**src/rtl/ssp_pkg.sv**
```systemverilog
// Shared types and constants for the SSP master: FSM states, frame layout,
// counter sizing and target register addresses.
package ssp_pkg;

    localparam int SSP_FRAME_W = 16;
    localparam int SSP_CNT_W   = $clog2(256);

    localparam logic [2:0] SSP_RA_UCR = 3'b000;
    localparam logic [2:0] SSP_RA_USR = 3'b001;
    localparam logic [2:0] SSP_RA_TDR = 3'b010;
    localparam logic [2:0] SSP_RA_RDR = 3'b011;
    localparam logic [2:0] SSP_RA_SPR = 3'b100;

    typedef enum logic [2:0] {
        ST_IDLE  = 3'd0,
        ST_SETUP = 3'd1,
        ST_SHIFT = 3'd2,
        ST_HOLD  = 3'd3,
        ST_GAP   = 3'd4
    } ssp_state_e;

    typedef struct packed {
        logic [2:0]  ra;
        logic        wnr;
        logic [11:0] data;
    } ssp_frame_t;

    function automatic ssp_frame_t ssp_make_frame(input logic [2:0] ra, input logic wnr,
                                                  input logic [11:0] data);
        ssp_frame_t f;
        f.ra   = ra;
        f.wnr  = wnr;
        f.data = data;
        return f;
    endfunction

endpackage

```
**src/rtl/ssp_master_if.sv**
```systemverilog
// Host-side request/response bundle of the SSP master.
// The master modport is the host; the slave modport is the ssp_master block.
interface ssp_master_if;
    logic        Req;
    logic [2:0]  RA;
    logic        WnR;
    logic [11:0] WrData;
    logic        Busy;
    logic        Ack;
    logic [11:0] RdData;

    modport master (output Req, RA, WnR, WrData, input Busy, Ack, RdData);
    modport slave  (input Req, RA, WnR, WrData, output Busy, Ack, RdData);
endinterface

```
**src/rtl/ssp_sck_gen.sv**
```systemverilog
// Half-period timebase: pulses half_tick once every pSCK_Div Clk cycles while
// enabled; restart re-aligns the count to a new frame.
module ssp_sck_gen
    import ssp_pkg::*;
#(
    parameter int pSCK_Div = 4
) (
    input  logic Clk,
    input  logic Rst,
    input  logic restart,
    input  logic en,
    output logic half_tick
);

    localparam logic [SSP_CNT_W-1:0] C_RELOAD = SSP_CNT_W'(pSCK_Div - 1);

    logic [SSP_CNT_W-1:0] cnt_r;

    assign half_tick = en && (cnt_r == {SSP_CNT_W{1'b0}});

    // Down-counter reloading at every half-period boundary
    always_ff @(posedge Clk or negedge Rst) begin
        if (!Rst) begin
            cnt_r <= {SSP_CNT_W{1'b0}};
        end else if (restart) begin
            cnt_r <= C_RELOAD;
        end else if (half_tick) begin
            cnt_r <= C_RELOAD;
        end else if (en) begin
            cnt_r <= cnt_r - {{(SSP_CNT_W-1){1'b0}}, 1'b1};
        end else begin
            cnt_r <= cnt_r;
        end
    end

endmodule

```
**src/rtl/ssp_master.sv**
```systemverilog
// SSP master: shifts a 16-bit {RA, WnR, WrData} frame out MSB first and
// captures 12 bits of read data. Define SSP_MASTER_LOOPBACK_EN to sample MOSI as MISO.
module ssp_master
    import ssp_pkg::*;
#(
    parameter int pSCK_Div = 4,
    parameter int pGap     = 2
) (
    input  logic          Clk,
    input  logic          Rst,
    ssp_master_if.slave   host,
    output logic          SSP_SSEL,
    output logic          SSP_SCK,
    output logic          SSP_MOSI,
    input  logic          SSP_MISO
);

    localparam bit         C_HAS_GAP  = (pGap > 0);
    localparam logic [3:0] C_GAP_LOAD = 4'((pGap > 0) ? (pGap - 1) : 0);

    ssp_state_e  state_r;
    logic [14:0] tx_r;
    logic [11:0] rx_r;
    logic [3:0]  bit_cnt_r;
    logic [3:0]  gap_cnt_r;
    logic        busy_r;
    logic        ack_r;
    logic [11:0] rd_data_r;
    logic        ssel_r;
    logic        sck_r;
    logic        mosi_r;

    ssp_frame_t  frame_s;
    logic        start_s;
    logic        run_s;
    logic        tick_s;
    logic        miso_s;

`ifdef SSP_MASTER_LOOPBACK_EN
    logic miso_unused_s;
    assign miso_unused_s = SSP_MISO;
    assign miso_s        = mosi_r;
`else
    assign miso_s        = SSP_MISO;
`endif

    assign frame_s = ssp_make_frame(host.RA, host.WnR, host.WrData);

    // Decode request acceptance and the phases during which the timebase runs
    always_comb begin
        start_s = 1'b0;
        run_s   = 1'b0;
        case (state_r)
            ST_IDLE: begin
                start_s = host.Req;
                run_s   = 1'b0;
            end
            ST_SETUP, ST_SHIFT, ST_HOLD: begin
                start_s = 1'b0;
                run_s   = 1'b1;
            end
            default: begin
                start_s = 1'b0;
                run_s   = 1'b0;
            end
        endcase
    end

    ssp_sck_gen #(.pSCK_Div(pSCK_Div)) u_sck_gen (
        .Clk       (Clk),
        .Rst       (Rst),
        .restart   (start_s),
        .en        (run_s),
        .half_tick (tick_s)
    );

    // Frame sequencer; every pin and host output is a register of this block
    always_ff @(posedge Clk or negedge Rst) begin
        if (!Rst) begin
            state_r   <= ST_IDLE;
            tx_r      <= 15'h0000;
            rx_r      <= 12'h000;
            bit_cnt_r <= 4'h0;
            gap_cnt_r <= 4'h0;
            busy_r    <= 1'b0;
            ack_r     <= 1'b0;
            rd_data_r <= 12'h000;
            ssel_r    <= 1'b0;
            sck_r     <= 1'b0;
            mosi_r    <= 1'b0;
        end else begin
            ack_r <= 1'b0;
            case (state_r)
                ST_IDLE: begin
                    if (host.Req) begin
                        tx_r      <= frame_s[14:0];
                        mosi_r    <= frame_s[15];
                        bit_cnt_r <= 4'hF;
                        busy_r    <= 1'b1;
                        ssel_r    <= 1'b1;
                        sck_r     <= 1'b0;
                        state_r   <= ST_SETUP;
                    end
                end
                ST_SETUP: begin
                    if (tick_s) begin
                        state_r <= ST_SHIFT;
                    end
                end
                ST_SHIFT: begin
                    if (tick_s) begin
                        if (!sck_r) begin
                            sck_r <= 1'b1;
                            rx_r  <= {rx_r[10:0], miso_s};
                        end else begin
                            sck_r <= 1'b0;
                            if (bit_cnt_r == 4'h0) begin
                                state_r <= ST_HOLD;
                            end else begin
                                bit_cnt_r <= bit_cnt_r - 4'h1;
                                mosi_r    <= tx_r[14];
                                tx_r      <= {tx_r[13:0], 1'b0};
                            end
                        end
                    end
                end
                ST_HOLD: begin
                    if (tick_s) begin
                        ssel_r    <= 1'b0;
                        mosi_r    <= 1'b0;
                        ack_r     <= 1'b1;
                        rd_data_r <= rx_r;
                        if (C_HAS_GAP) begin
                            gap_cnt_r <= C_GAP_LOAD;
                            state_r   <= ST_GAP;
                        end else begin
                            busy_r  <= 1'b0;
                            state_r <= ST_IDLE;
                        end
                    end
                end
                ST_GAP: begin
                    if (gap_cnt_r == 4'h0) begin
                        busy_r  <= 1'b0;
                        state_r <= ST_IDLE;
                    end else begin
                        gap_cnt_r <= gap_cnt_r - 4'h1;
                    end
                end
                default: begin
                    busy_r  <= 1'b0;
                    ssel_r  <= 1'b0;
                    sck_r   <= 1'b0;
                    mosi_r  <= 1'b0;
                    state_r <= ST_IDLE;
                end
            endcase
        end
    end

    assign host.Busy   = busy_r;
    assign host.Ack    = ack_r;
    assign host.RdData = rd_data_r;
    assign SSP_SSEL    = ssel_r;
    assign SSP_SCK     = sck_r;
    assign SSP_MOSI    = mosi_r;

endmodule

```
**src/flat_wrapper.sv**
```systemverilog
// flat-port wrapper written by rule: the top's interface ports become plain ports
module ssp_master_flat import ssp_pkg::*;
#(
    parameter int pSCK_Div = 4,
    parameter int pGap     = 2
)
  (Clk, Rst, SSP_SSEL, SSP_SCK, SSP_MOSI, SSP_MISO, host_Req, host_RA, host_WnR, host_WrData, host_Busy, host_Ack, host_RdData);
  ssp_master_if host_i ();
  input  logic Clk;
  input  logic Rst;
  output logic SSP_SSEL;
  output logic SSP_SCK;
  output logic SSP_MOSI;
  input  logic SSP_MISO;
  input wire logic [$bits(host_i.Req)-1:0] host_Req;
  input wire logic [$bits(host_i.RA)-1:0] host_RA;
  input wire logic [$bits(host_i.WnR)-1:0] host_WnR;
  input wire logic [$bits(host_i.WrData)-1:0] host_WrData;
  output wire logic [$bits(host_i.Busy)-1:0] host_Busy;
  output wire logic [$bits(host_i.Ack)-1:0] host_Ack;
  output wire logic [$bits(host_i.RdData)-1:0] host_RdData;
  assign host_i.Req = host_Req;
  assign host_i.RA = host_RA;
  assign host_i.WnR = host_WnR;
  assign host_i.WrData = host_WrData;
  assign host_Busy = host_i.Busy;
  assign host_Ack = host_i.Ack;
  assign host_RdData = host_i.RdData;
  ssp_master #(.pSCK_Div(pSCK_Div), .pGap(pGap)) u_core (.Clk(Clk), .Rst(Rst), .host(host_i), .SSP_SSEL(SSP_SSEL), .SSP_SCK(SSP_SCK), .SSP_MOSI(SSP_MOSI), .SSP_MISO(SSP_MISO));
endmodule
```
**config.mk**
```make
export PLATFORM = sky130hd
export DESIGN_NAME = ssp_master_flat
export DESIGN_NICKNAME = d
export VERILOG_FILES = /design/src/rtl/ssp_pkg.sv /design/src/rtl/ssp_master_if.sv /design/src/rtl/ssp_sck_gen.sv /design/src/rtl/ssp_master.sv /design/src/flat_wrapper.sv
export SDC_FILE = /design/constraint.sdc
export NUM_CORES = 1
export LEC_CHECK = 0
export ABC_CLOCK_PERIOD_IN_PS = 4820
export BUFFER_PORTS_ARGS = -buffer_cell sky130_fd_sc_hd__clkbuf_2
export CAP_MARGIN = 20
export CORE_ASPECT_RATIO = 0.5
export CORE_MARGIN = 2
export CORE_UTILIZATION = 62
export CTS_CLUSTER_DIAMETER = 120
export DETAILED_ROUTE_END_ITERATION = 8
export PLACE_DENSITY = 0.9
export SYNTH_ARGS = -nofsm -noshare
export SYNTH_HDL_FRONTEND = slang
export SYNTH_SLANG_ARGS = --single-unit
export TNS_END_PERCENT = 10
```
**constraint.sdc**
```tcl
create_clock -name Clk -period 4.82 [get_ports Clk]
set_input_delay 0.482 -clock Clk [delete_from_list [all_inputs] [get_ports Clk]]
set_output_delay 0.482 -clock Clk [all_outputs]
set_load 0.01 [all_outputs]
```
* Word level (Yosys, flattened, before mapping)
Cells that the tools add are included.
Storage, ports and cells: register bits 63, bits in latches 0, memory bits (writable) 0, bits in read-only memories 0, bits of input ports 20, output and inout port bits 17, logic and storage cells 96, memories 0
Cells by class: $add $sub $neg 3, multiply operators 0, divide/modulo/power cells 0, $lt $le $gt $ge 0, equality and inequality tests 13, shifts and indexed selects 0, muxes and demuxes 42, bitwise operators 5, reductions and logical operators 21
Operator list (count):
- 15-bit 2-to-1 mux | 4
- 15-bit one-hot mux with 2 select lines | 1
- 4-bit 2-to-1 mux | 6
- 8-bit 2-to-1 mux | 3
- 3-bit 2-to-1 mux | 7
- 4-bit one-hot mux with 2 select lines | 2
- 3-bit one-hot mux with 5 select lines | 1
- 3-bit AND reduction | 5
- 1-bit 2-to-1 mux | 14
- 2-bit by 1-bit != test with 1-bit output, second input constant | 6
- 1-bit one-hot mux with 3 select lines | 3
- 3-bit OR reduction | 3
- 4-bit zero test | 2
- 8-bit zero test | 1
- 4-bit by 1-bit subtractor with 4-bit output, second input constant | 2
- 8-bit by 1-bit subtractor with 8-bit output, second input constant | 1
- 7-bit AND reduction | 1
- 3-bit by 2-bit equality test with 1-bit output, second input constant | 2
- 2-bit != test, second input constant | 3
- 6-bit AND reduction | 1
- 1-bit NOT | 5
- 5-bit AND reduction | 1
- 1-bit one-hot mux with 4 select lines | 1
- 2-bit nonzero test | 2
- other kinds (7) | 7

* Depth between registers and ports, before layout
depth in word-level cells 6, gate-level depth with buffers 8, depth with buffers taken out 6

* Hierarchy
Synthesis repeated with hierarchy kept, for this count alone.
Second synthesis, totals: cells, all modules 240, area total of the unflattened synthesis 3037.9 um^2
Modules (own cells, without submodules):
- ssp_master | instances 1, cells an instance 190, area an instance 2539.9 um^2, sequential area each 1376.3 um^2
- ssp_sck_gen | instances 1, cells an instance 50, area an instance 498.0 um^2, sequential area each 200.2 um^2

* Worst setup path after synthesis
Ideal clock, no wire load.
path type register to register, from register u_core.u_sck_gen.cnt_r[0], to register u_core.rx_r[10], library setup time 0.125 ns, data arrival time 1.855 ns, data required time 4.695 ns, path slack 2.840 ns, stages on the path, launching flop included 8, buffers on the path 1, clock period less this slack 1.980 ns, cells stage by stage dfrtp_1 inv_1 ha_1 nor3b_2 nand4_4 nor2_1 buf_2 mux2_2
On the way: longest elaborated chain between the ends 3
Ends and longest elaborated chain:
- start, declared | line ssp_sck_gen.sv:17 | logic [SSP_CNT_W-1:0] cnt_r;
- start signal, assigned | line ssp_sck_gen.sv:24 | cnt_r <= {SSP_CNT_W{1'b0}};
- start signal, assigned | line ssp_sck_gen.sv:30 | cnt_r <= cnt_r - {{(SSP_CNT_W-1){1'b0}}, 1'b1};
- start signal, assigned | line ssp_sck_gen.sv:32 | cnt_r <= cnt_r;
- 8-bit zero test | line ssp_sck_gen.sv:19 | assign half_tick = en && (cnt_r == {SSP_CNT_W{1'b0}});
- 1-bit logical AND | line ssp_sck_gen.sv:19
- 3-bit AND reduction (no source line)
- end signal, assigned | line ssp_master.sv:114 | rx_r <= {rx_r[10:0], miso_s};
- end, declared | line ssp_master.sv:23 | logic [11:0] rx_r;
Every way passes these cells. A chain may end at the register's enable or synchronous reset.

* Final worst setup path
from register u_core.u_sck_gen.cnt_r[0], to register u_core.rx_r[6]
The elaborated chain is that of the path after synthesis.

==> flow_summary.ini <==
[cts]
clock_path_buffers = 2
hold_buffers = 0
clkSinkCount = 63
cts_resized = 0
clock_latency_ns = 0.34
cts_root_buf = clkbuf_8
cts_tree = done
h-tree-depth = 3
clk_pin_slew_ns = 0.08
post_cts_buffers = 0
numCtsBuffers = 9

[synthesis]
syn_nets = 268
synth_top_area_share = 0.537
syn_area_um2 = 2930
ys.flop_type = dfrtp_1
avgSynthCellArea_um2 = 12.0
yosys_warnings = 0
synth_top_area_cell = dfrtp_1
synth_cell_types = 47
async_reset_ff_frac = 1.00
synth.ff_latch_count = 63
yosys-top-cells-area = dfrtp_1, mux2_2, nand2b_1
yosysSeqAreaShare = 0.537
synth_edf_count = 0
syn_inst = 245

[grt]
grt_use_total = 0.228
antenna_found_initial = 0
overflow = 0
grt_pass1_vias = 1926
grt_max_degree = 64
grt_pass1_wl_um = 8940

[detailed_routing]
first_iter_violations = 60
via_per_inst = 5.83
drc = 0
wl_met2_um = 2560
met1_length_um = 2600
ant_nets = 0
top_layer_used = met4
num_vias = 2006
drt-total-wl_um = 5480
wl_per_cell_um = 15.9
first_pass_iters = 4
wl_met3_um = 233

[power]
p_leak_nw = 1.53
max-vdd-ir-drop_v = 0.000254
p_per_area_nw_per_um2 = 512
power_mw = 1.70

[cells_and_area]
final_cell_mix = dfrtp_1, clkbuf_2, mux2_2
multi_input_area_um2 = 1250
fill_cells = 305
antenna_cells = 0
mostFrequentLayoutCell = dfrtp_1
final_cells = 344
area_growth_pct = 13.5
drive_above_1_share = 0.328
fin_nets = 305
seqCellArea_um2 = 1580

[run]
cap_viol_max_count = 0

[worst_setup_path]
slowest_stage = nor2_1
crit_start = u_core.u_sck_gen.cnt_r[0]
criticalPathCategory = reg -> reg
arrival_ns = 2.77
startpoint_type = flip-flop
cp_max_fo = 12
reg2reg_depth = 6
critPathCaptureType = flip-flop
critPathMaxStageDelay_ns = 0.79
r2r-start = u_core.u_sck_gen.cnt_r[0]
path_cells = inv_1, ha_1, nor3b_2, nand4_4, nor2_1, mux2_2
critPathRequiredTime_ns = 5.05

[outcome]
outcome = complete, no violations

[timing]
finClkSkew_ns = 0.00631
maxSlewViolCount = 0
finalWorstPathRequiredPeriod_ns = 2.54
rsz0062_at_grt = no
fin_tns_setup_ns = 0
tightestPinTransition_ns = 0.977
clock.fmax_mhz = 393
final-setup-viol-count = 0
maxSlewHeadroom = 0.346
period_share = 0.528
hold_violations = 0

[placement]
routabilityCongestion = 0.906
hpwl_um = 3530
port_buffers = 36
placed_cells = 328

[die]
core-area_um2 = 4470
start_util = 0.657
ios = 37
die-area_um2 = 5330
rows = 17
die_h_um = 52.6
die_w_um = 101

[worst_hold_path]
hp-class = in -> async
[cell type report]
type / count / area share
Inverter: 11 / 0.0124
Clock buffer: 9 / 0.0372
Clock inverter: 7 / 0.0244
Multi-Input combinational cell: 160 / 0.375
Sequential cell: 63 / 0.474
Timing Repair Buffer: 37 / 0.0564
Tap cell: 57 / 0.0214
[path summary, 6_finish.rpt]
kind                                         endpoint  slack [ns]
worst max-delay path                   u_core.rx_r[6]        2.28
worst min-delay path              u_core.gap_cnt_r[3]        0.29
worst max register to register         u_core.rx_r[6]        2.28
worst min register to register  u_core.host.RdData[6]        0.51
max in group asynchronous           u_core.state_r[1]        4.01
min in group Clk                       u_core.tx_r[0]        0.35
[sequential cells by signal (all words and copies together) (netlist names)]
| signal | count |
|---|---|
| u_core.state_r | 3 |
| u_core.SSP_SCK | 1 |
| u_core.SSP_SSEL | 1 |
| u_core.rx_r | 12 |
| u_core.gap_cnt_r | 4 |
| u_core.bit_cnt_r | 4 |
| u_core.u_sck_gen.cnt_r | 8 |
| u_core.tx_r | 15 |
| u_core.SSP_MOSI | 1 |
| u_core.host.Ack | 1 |
| u_core.host.RdData | 12 |
| u_core.host.Busy | 1 |
[per-layer routing]
metal / global-route usage / vias up
met2: 0.342 / 50
met4: 0.119 / 0
met5: 0 / -
met3: 0.0813 / 10
met1: 0.293 / 988
li1: - / 958
[kinds of logic (layout without fill, tap and decap cells)]
family          after synthesis  count (layout)  synth area share
simple gates                 80              80             0.161
xor+xnor                     10              10            0.0299
mux                          28              28             0.106
buf+inv                      22              64            0.0375
fa+ha+maj                     3               3            0.0128
flops                        63              63             0.537
compound gates               39              39             0.115
[worst max-delay path: cells and delay by family (launching register included)]
| kind | cells | cell delay, ns |
|---|---|---|
| simple gates | 3 | 1.36 |
| mux | 1 | 0.43 |
| flops | 1 | 0.41 |
| fa+ha+maj | 1 | 0.16 |
| buf+inv | 1 | 0.07 |
[power by group]
group / internal (mW) / switching (mW) / leakage [nW] / total, mW
clock: 0.244 / 0.220 / 0.0940 / 0.465
combinational: 0.223 / 0.217 / 0.640 / 0.439
sequential: 0.659 / 0.140 / 0.792 / 0.799
total: 1.13 / 0.577 / 1.53 / 1.70
[metrics by stage]
step | hold WS [ns] | util | worst slack, ns | instance area (um^2)
2_1_floorplan | 0.186 | - | 2.84 | 2930
3_3_place_gp | 0.477 | 0.699 | 2.39 | 3120
3_5_place_dp | 0.496 | 0.699 | 2.29 | 3120
4_1_cts | 0.308 | 0.745 | 2.27 | 3330
5_1_grt | 0.348 | 0.745 | 2.06 | 3330
6_report | 0.285 | 0.745 | 2.28 | 3330
[Yosys cell counts, types with 2 or more instances]
cell / n
o311a_1: 2
nor3_1: 5
o221a_1: 8
nand3_1: 7
a21oi_1: 5
mux2_2: 25
nor2b_1: 3
nand2_1: 6
xor2_1: 3
dfrtp_1: 63
nor3b_1: 2
nor4b_1: 2
ha_1: 3
or3b_2: 3
o221a_2: 6
nor4_1: 4
o21ai_0: 6
clkbuf_1: 5
or3_1: 3
nor2_1: 21
inv_1: 11
mux2i_1: 3
nand2b_1: 15
or2_2: 2
buf_4: 3
buf_6: 2
xnor2_1: 7
Power figures use the tool's default switching activity.
